$ cat src/rtl/uart_tx_scheduler.sv
// UART transmit controller: round-robin merge of CPU and echo bytes into a
// small FIFO, then 8N1 serialisation at CLKS_PER_BIT sysclk cycles per bit.
module uart_tx_scheduler #(
  parameter int unsigned CLKS_PER_BIT = 10416,
  parameter int unsigned FIFO_DEPTH   = 4
) (
  input  logic                          sysclk,
  input  logic                          reset,
  input  logic                          cpu_valid,
  input  logic [7:0]                    cpu_data,
  output logic                          cpu_ready,
  input  logic                          echo_valid,
  input  logic [7:0]                    echo_data,
  output logic                          echo_ready,
  input  logic                          tx_enable,
  output logic                          tx,
  output logic                          tx_busy,
  output logic                          tx_done,
  output logic [$clog2(FIFO_DEPTH):0]   fifo_count
);

  localparam int unsigned PTR_W  = $clog2(FIFO_DEPTH);
  localparam int unsigned OCC_W  = PTR_W + 1;
  localparam int unsigned CNT_W  = (CLKS_PER_BIT > 2) ? $clog2(CLKS_PER_BIT) : 1;
  localparam logic [OCC_W-1:0] FULL_VAL = OCC_W'(FIFO_DEPTH);
  localparam logic [CNT_W-1:0] CNT_LAST = CNT_W'(CLKS_PER_BIT - 1);

  typedef enum logic [1:0] {
    S_IDLE,
    S_START,
    S_DATA,
    S_STOP
  } state_t;

  // FIFO storage and bookkeeping
  logic [7:0]       r_mem [FIFO_DEPTH];
  logic [PTR_W-1:0] r_wr_ptr;
  logic [PTR_W-1:0] r_rd_ptr;
  logic [OCC_W-1:0] r_count;
  logic             r_last_echo;

  // Serialiser state
  state_t           r_state;
  logic [CNT_W-1:0] r_cnt;
  logic [2:0]       r_bit;
  logic [7:0]       r_shift;
  logic             r_tx;
  logic             r_busy;
  logic             r_stop_last;
  logic             r_done;

  logic             w_full;
  logic             w_grant_cpu;
  logic             w_grant_echo;
  logic             w_push;
  logic [7:0]       w_push_data;
  logic             w_pop;
  logic             w_bit_end;
  state_t           w_state_nxt;
  logic [CNT_W-1:0] w_cnt_nxt;
  logic [2:0]       w_bit_nxt;
  logic [7:0]       w_shift_nxt;
  logic             w_tx_nxt;
  logic             w_stop_last;

  // Round-robin grant; with no requester the grant still points at the
  // side that was not served last, so ready can be high before valid.
  always_comb begin
    w_full       = (r_count == FULL_VAL);
    w_grant_cpu  = cpu_valid ? (~echo_valid | r_last_echo)
                             : (~echo_valid & r_last_echo);
    w_grant_echo = ~w_grant_cpu;
    cpu_ready    = w_grant_cpu  & ~w_full & ~reset;
    echo_ready   = w_grant_echo & ~w_full & ~reset;
    w_push       = (cpu_valid & cpu_ready) | (echo_valid & echo_ready);
    w_push_data  = w_grant_cpu ? cpu_data : echo_data;
  end

  always_ff @(posedge sysclk) begin
    if (w_push) r_mem[r_wr_ptr] <= w_push_data;
  end

  always_ff @(posedge sysclk) begin
    if (reset) begin
      r_wr_ptr    <= '0;
      r_rd_ptr    <= '0;
      r_count     <= '0;
      r_last_echo <= 1'b1;
    end else begin
      if (w_push) begin
        r_wr_ptr    <= r_wr_ptr + PTR_W'(1);
        r_last_echo <= w_grant_echo;
      end
      if (w_pop) r_rd_ptr <= r_rd_ptr + PTR_W'(1);
      case ({w_push, w_pop})
        2'b10:   r_count <= r_count + OCC_W'(1);
        2'b01:   r_count <= r_count - OCC_W'(1);
        default: r_count <= r_count;
      endcase
    end
  end

  // FSM state register and serialiser datapath registers
  always_ff @(posedge sysclk) begin
    if (reset) begin
      r_state     <= S_IDLE;
      r_cnt       <= '0;
      r_bit       <= '0;
      r_shift     <= '0;
      r_tx        <= 1'b1;
      r_busy      <= 1'b0;
      r_stop_last <= 1'b0;
      r_done      <= 1'b0;
    end else begin
      r_state     <= w_state_nxt;
      r_cnt       <= w_cnt_nxt;
      r_bit       <= w_bit_nxt;
      r_shift     <= w_shift_nxt;
      r_tx        <= w_tx_nxt;
      r_busy      <= (w_state_nxt != S_IDLE);
      r_stop_last <= w_stop_last;
      r_done      <= r_stop_last;
    end
  end

  // Next-state logic; the line level follows the current state one cycle
  // later, so tx_done is delayed to line up with the end of the stop bit.
  always_comb begin
    w_state_nxt = r_state;
    w_cnt_nxt   = r_cnt;
    w_bit_nxt   = r_bit;
    w_shift_nxt = r_shift;
    w_tx_nxt    = 1'b1;
    w_pop       = 1'b0;
    w_stop_last = 1'b0;
    w_bit_end   = (r_cnt == CNT_LAST);

    case (r_state)
      S_IDLE: begin
        if (tx_enable && (r_count != '0)) begin
          w_pop       = 1'b1;
          w_shift_nxt = r_mem[r_rd_ptr];
          w_cnt_nxt   = '0;
          w_bit_nxt   = '0;
          w_state_nxt = S_START;
        end
      end
      S_START: begin
        w_tx_nxt  = 1'b0;
        w_cnt_nxt = w_bit_end ? '0 : r_cnt + CNT_W'(1);
        if (w_bit_end) w_state_nxt = S_DATA;
      end
      S_DATA: begin
        w_tx_nxt  = r_shift[0];
        w_cnt_nxt = w_bit_end ? '0 : r_cnt + CNT_W'(1);
        if (w_bit_end) begin
          w_shift_nxt = {1'b0, r_shift[7:1]};
          if (r_bit == 3'd7) begin
            w_state_nxt = S_STOP;
          end else begin
            w_bit_nxt = r_bit + 3'd1;
          end
        end
      end
      S_STOP: begin
        w_tx_nxt  = 1'b1;
        w_cnt_nxt = w_bit_end ? '0 : r_cnt + CNT_W'(1);
        if (w_bit_end) begin
          w_stop_last = 1'b1;
          w_state_nxt = S_IDLE;
        end
      end
      default: w_state_nxt = S_IDLE;
    endcase
  end

  assign tx         = r_tx;
  assign tx_busy    = r_busy;
  assign tx_done    = r_done;
  assign fifo_count = r_count;

endmodule

$ cat config.mk
export PLATFORM = sky130hd
export DESIGN_NAME = uart_tx_scheduler
export DESIGN_NICKNAME = d
export VERILOG_FILES = /design/src/rtl/uart_tx_scheduler.sv
export SDC_FILE = /design/constraint.sdc
export NUM_CORES = 1
export LEC_CHECK = 0
export BUFFER_PORTS_ARGS = -buffer_cell sky130_fd_sc_hd__buf_2
export CORE_MARGIN = 1.5
export CORE_UTILIZATION = 35
export CTS_BUF_LIST = sky130_fd_sc_hd__clkbuf_2
export DETAILED_ROUTE_END_ITERATION = 10
export PLACE_DENSITY_LB_ADDON = 0.05
export SLEW_MARGIN = 5
export SYNTH_ARGS = -nofsm -noshare
export SYNTH_HDL_FRONTEND = slang
export SYNTH_SLANG_ARGS = --single-unit
$ cat constraint.sdc
create_clock -name sysclk -period 2.5 [get_ports sysclk]
set_clock_uncertainty 0.2 [all_clocks]
set_input_delay 0.5 -clock sysclk [delete_from_list [all_inputs] [get_ports sysclk]]
set_output_delay 0.5 -clock sysclk [all_outputs]
set_load 0.01 [all_outputs]
== Word level (Yosys, flattened, before mapping) ==
Memory sizes are Yosys's and may differ from the RTL's. A register that Yosys moved wholly into a read port is not among the register bits.
Cells that the tools add are included.
W data, S select, Z words.
Operators by class
  eq/ne operators: 11
  multiplexer cells: 27
  add/sub/neg operators: 6
  bitwise gates (word level): 14
  reduce and logical (&&, ||, !) cells: 10
Operator list (count)
  $mux W14: 2
  $pmux W14 S2: 1
  $mux W8: 3
  $pmux W8 S2: 1
  $add A14 B1 Y14 const B: 1
  $eq A14 B14 Y1 const B: 1
  $mux W2: 7
  $pmux W3 S2: 2
  $mux W3: 3
  $pmux W2 S4: 1
  $and A1 B1 Y1: 7
  $add A3 B1 Y3 const B: 2
  $eq A2 B2 Y1 const B: 3
  $eq A3 B3 Y1 const B: 2
  $mux W1: 6
  $ne A2 B2 Y1 const B: 3
  $reduce_bool A2 Y1: 3
  $not A1 Y1: 5
  $add A2 B1 Y2 const B: 2
  $eq A2 B1 Y1 const B: 2
  $reduce_and A4 Y1: 1
  $reduce_and A3 Y1: 1
  $reduce_bool A3 Y1: 1
  $reduce_or A3 Y1: 1
  6 further kinds: 7
Word-level totals
  bits in registers: 39
  memory bits (writable): 32
  output and inout bits: 8
  word-level logic and storage cells: 81
  bits of input ports: 21
  memories: 1
Memories
  r_mem: depth 4, bits a word 8, rd ports 1, clocked after memory_dff 1, wr ports 1, line 36  | logic [7:0] r_mem [FIFO_DEPTH];

== Logic depth before layout (Yosys ltp) ==
  depth in word-level cells: 10
  gate-level depth with buffers: 9

== Worst setup path after synthesis ==
No wires, ideal clock.
  path kind: reg-to-reg
  start: reg r_state[0]
  end: reg r_count[2], in the netlist fifo_count[2]
  path slack: -0.043 ns
  data required time: 2.229 ns
  buffers on the path: 1
  arrival: 2.272 ns
  setup time: 0.071 ns
  stages on the path, launching flop included: 10
  clock period less this slack: 2.543 ns
  cell sequence: dfxtp_1 -> or2_1 -> clkbuf_1 -> nor2_2 -> ha_1 -> inv_1 -> fa_1 -> xor2_1 -> or3_1 -> a21oi_1
On the way
  longest elaborated chain between the ends: 4
  elaborated cells on any way between the ends: 6
RTL lines
  from (decl): line 43  | state_t r_state;
  from (signal assigned): line 115  | r_state <= w_state_nxt;
  $logic_not A2 Y1 (*): line 138  | case (r_state)
  $mux W1 (*): line 138
  net w_pop: line 57  | logic w_pop;
  $eq A2 B1 Y1 / $eq A2 B2 Y1 (equally long branches): line 95  | case ({w_push, w_pop})
  $pmux W3 S2 / $reduce_bool A2 Y1 (equally long branches)
  to (signal assigned): line 96  | 2'b10: r_count <= r_count + OCC_W'(1);
  to (signal assigned): line 97  | 2'b01: r_count <= r_count - OCC_W'(1);
  to (signal assigned): line 98  | default: r_count <= r_count;
  to (decl): line 39  | logic [OCC_W-1:0] r_count;
Mark *: on every way through the listed nets, which the timed path passes. The rest lies on a longest branch.
A chain may end at the register's enable or synchronous reset.

== Final worst setup path ==
  start: reg r_count[0], in the netlist fifo_count[0]
  end: out echo_ready
On the way
  longest elaborated chain between the ends: 4
RTL lines
  $eq A3 B3 Y1: line 69  | w_full = (r_count == FULL_VAL);
  $not A1 Y1: line 74  | echo_ready = w_grant_echo & ~w_full & ~reset;
  $and A1 B1 Y1 (2 in a row): line 74
  to (decl): line 14  | output logic echo_ready,
No other way between the ends.

==> results.tsv <==
stage	metric	value	unit
sta	finalCritPeriodShare	0.895	
clock_network	clkTransAtPathRegs	0.20	ns
sta	fmax	447	MHz
clock_network	root_buffer	clkbuf_2	
yosys	syn-cell-area	0.00336	mm^2
cells_and_area	nets	355	
critical_path	cp_max_fo	6	
cells_and_area	syn_to_final_growth	14.4	%
grt	grt_max_degree	30	
sta	drv_slew	0	
placed_design	dpl.hpwl	4.87	mm
yosys	yosysTopAreaCellShare	0.286	
detailed_routing	drtPass1Iterations	4	
yosys	synth-simple-area-share	0.164	
grt	gr-usage-all-layers	0.154	
power_and_ir_drop	p_per_area	851	mW/mm^2
sta	relSlewSlack	0.614	
grt	grt_antenna_before_repair	0	
yosys	async_flop_share	0	
yosys	synthDistinctLibCells	55	
detailed_routing	drtAntennaViolNets	0	
yosys	ys_seq_area_frac	0.530	
sta	rsz0062_at_grt	no	
clock_network	cts_buffers	9	
cells_and_area	diodes	0	
clock_network	htree_levels	3	
sta	setup_violations	0	
yosys	ys_seq_elements	73	
floorplanning	core.rowCount	35	
cells_and_area	drive_above_1_share	0.264	
floorplanning	die_w	101	um
yosys	synthAdderAreaFrac	0.0387	
status	status	completed	
clock_network	clock_sinks	73	
yosys	synth_top_family_by_area	simple AND/OR/NAND/NOR gates	
detailed_routing	vias	2334	
sta	period_needed	2.24	ns
placed_design	gp_congestion	0.768	
critical_path	critical_path_required	1.80	ns
cells_and_area	final_cell_mix	dfxtp_1, edfxtp_1, buf_2, nor2_1, buf_4	
detailed_routing	drt_wl_total	7.11	mm
detailed_routing	wire_per_inst	15.5	um
run	drv_cap	0	
yosys	synthCells	284	
floorplanning	core	0.00928	mm^2
placed_design	port_buffers	28	
grt	grt_pass1_wl	11.7	mm
sta	final-hold-violation-count	0	
yosys	yosysTopAreaCell	edfxtp_1	
yosys	ys_warn_count	0	
placed_design	dp.cells	442	
yosys	avgSynthCellArea	11.8	um^2
grt	grt_overflow	0	
yosys	synth_compound_area_frac	0.109	
power_and_ir_drop	p_leak	1.39	nW
detailed_routing	via_per_inst	5.08	
clock_network	clockBufferDepth	2	
yosys	syn_nets	314	
floorplanning	ioPinCount	29	
floorplanning	die-area	0.0102	mm^2
critical_path	worstSetupPathType	reg -> out	
cells_and_area	layout_commonest_cell	dfxtp_1	
grt	grt_pass1_vias	2232	
floorplanning	die_h	101	um
yosys	synth-edff-count	32	
hold_path	hold_path_class	in -> reg	
sta	fin_setup_tns	0	ns
critical_path	crit_arrival	1.54	ns
yosys	synthXorXnorAreaFrac	0.0182	
floorplanning	start_util	0.362	
critical_path	endpoint_kind	primary output	
clock_network	cts_tree	done	
sta	worstMarginPinSlew	0.574	ns
yosys	synth.mux.area_fraction	0.104	
cells_and_area	stdcell_count	459	
detailed_routing	drt_iter0_drc	103	
critical_path	critPathLaunchType	register	
yosys	synth_flop_cell	dfxtp_1	
clock_network	clk_latency	0.51	ns
yosys	synth_area_leaders	edfxtp_1, dfxtp_1, mux4_2, ha_1, mux2_2	
critical_path	ff2ff_setup_slack	0.27	ns
detailed_routing	drc	0	
power_and_ir_drop	ir_worst_vdd	0.430	mV
cell type report:
cell class	count	area, um^2
fill	954	5440
sequential	73	1780
multi-input combinational	185	1470
timing repair buffer	44	263
tap	129	161
clock inverter	7	77.6
clock buffer	9	45.0
inverter	12	45.0
state kept, by name (all words and copies together) (netlist names), named ones only:
signal       cells
r_mem           32
r_cnt           14
r_shift          8
fifo_count       3
r_bit            3
r_rd_ptr         2
r_state          2
r_wr_ptr         2
r_last_echo      1
r_stop_last      1
tx               1
tx_busy          1
tx_done          1
metal layers:
metal  up-vias  track usage  routed length, um  part of all wire
met5         -            0                  0                 0
met2        41        0.215               3080              0.43
met3         7       0.0374                211             0.030
li1       1167            -                  -                 -
met4         0       0.0641                 82             0.012
met1      1119        0.227               3730              0.53
through the flow:
step                power (mW)  setup WS (ns)  cell area, um^2  utilization  hold WS, ns
floorplan                 2.28         0.0408             3370            -        0.214
global route              3.52         0.0524             3840        0.414       0.0288
finish                    3.27          0.262             3840        0.414       0.0890
detailed placement        2.61          0.179             3710        0.399        0.238
global placement          2.60          0.178             3710        0.399        0.242
CTS                       3.33          0.128             3840        0.414       0.0311
final timing paths:
check | startpoint | end | cells after the start
hold reg to reg | r_stop_last$_SDFF_PP0_ | tx_done$_SDFF_PP0_ | 1
hold / removal | echo_valid | r_last_echo$_SDFFE_PP1P_ | 3
setup reg to reg | fifo_count[1]$_SDFFE_PP0P_ | fifo_count[2]$_SDFFE_PP0P_ | 9
setup / recovery | fifo_count[0]$_SDFFE_PP0P_ | echo_ready | 4
synth_stat cells, types with 6 or more instances:
library cell,n
a21oi_1,7
a221oi_1,7
a31oi_1,14
and2_1,6
clkbuf_1,6
dfxtp_1,41
edfxtp_1,32
ha_1,8
inv_1,12
mux2_2,8
mux2i_1,8
mux4_2,8
nand2_1,14
nand2b_1,7
nand4_1,8
nor2_1,22
timing repair:
item | in CTS | in global routing
gates resized for setup | 0 | 1
hold buffers | 1 | 0
hold endpoints to repair | 1 | 0
endpoints found under the setup margin | 0 | 2
buffers inserted | 0 | 0
critical path, stage by stage (launching register included):
cell     delay, ns
dfxtp_1       0.47
nor2_1        0.10
a21oi_2       0.20
nor2b_1       0.14
buf_2         0.13
cells by family (layout without fill, tap and decap cells):
family	Yosys count	count (layout)
AO/OA/AOI/OAI	49	49
XOR/XNOR	7	7
adder cells (fa/ha/maj)	10	10
buffers and inverters	26	72
flip-flops	73	73
multiplexers	24	24
AND/OR/NAND/NOR	95	95
power breakdown:
group | internal, mW | leakage (nW) | switching (mW)
Combinational | 0.465 | 0.695 | 0.552
Sequential | 1.44 | 0.625 | 0.105
Clock | 0.240 | 0.0729 | 0.466
Power figures use the tool's default switching activity.
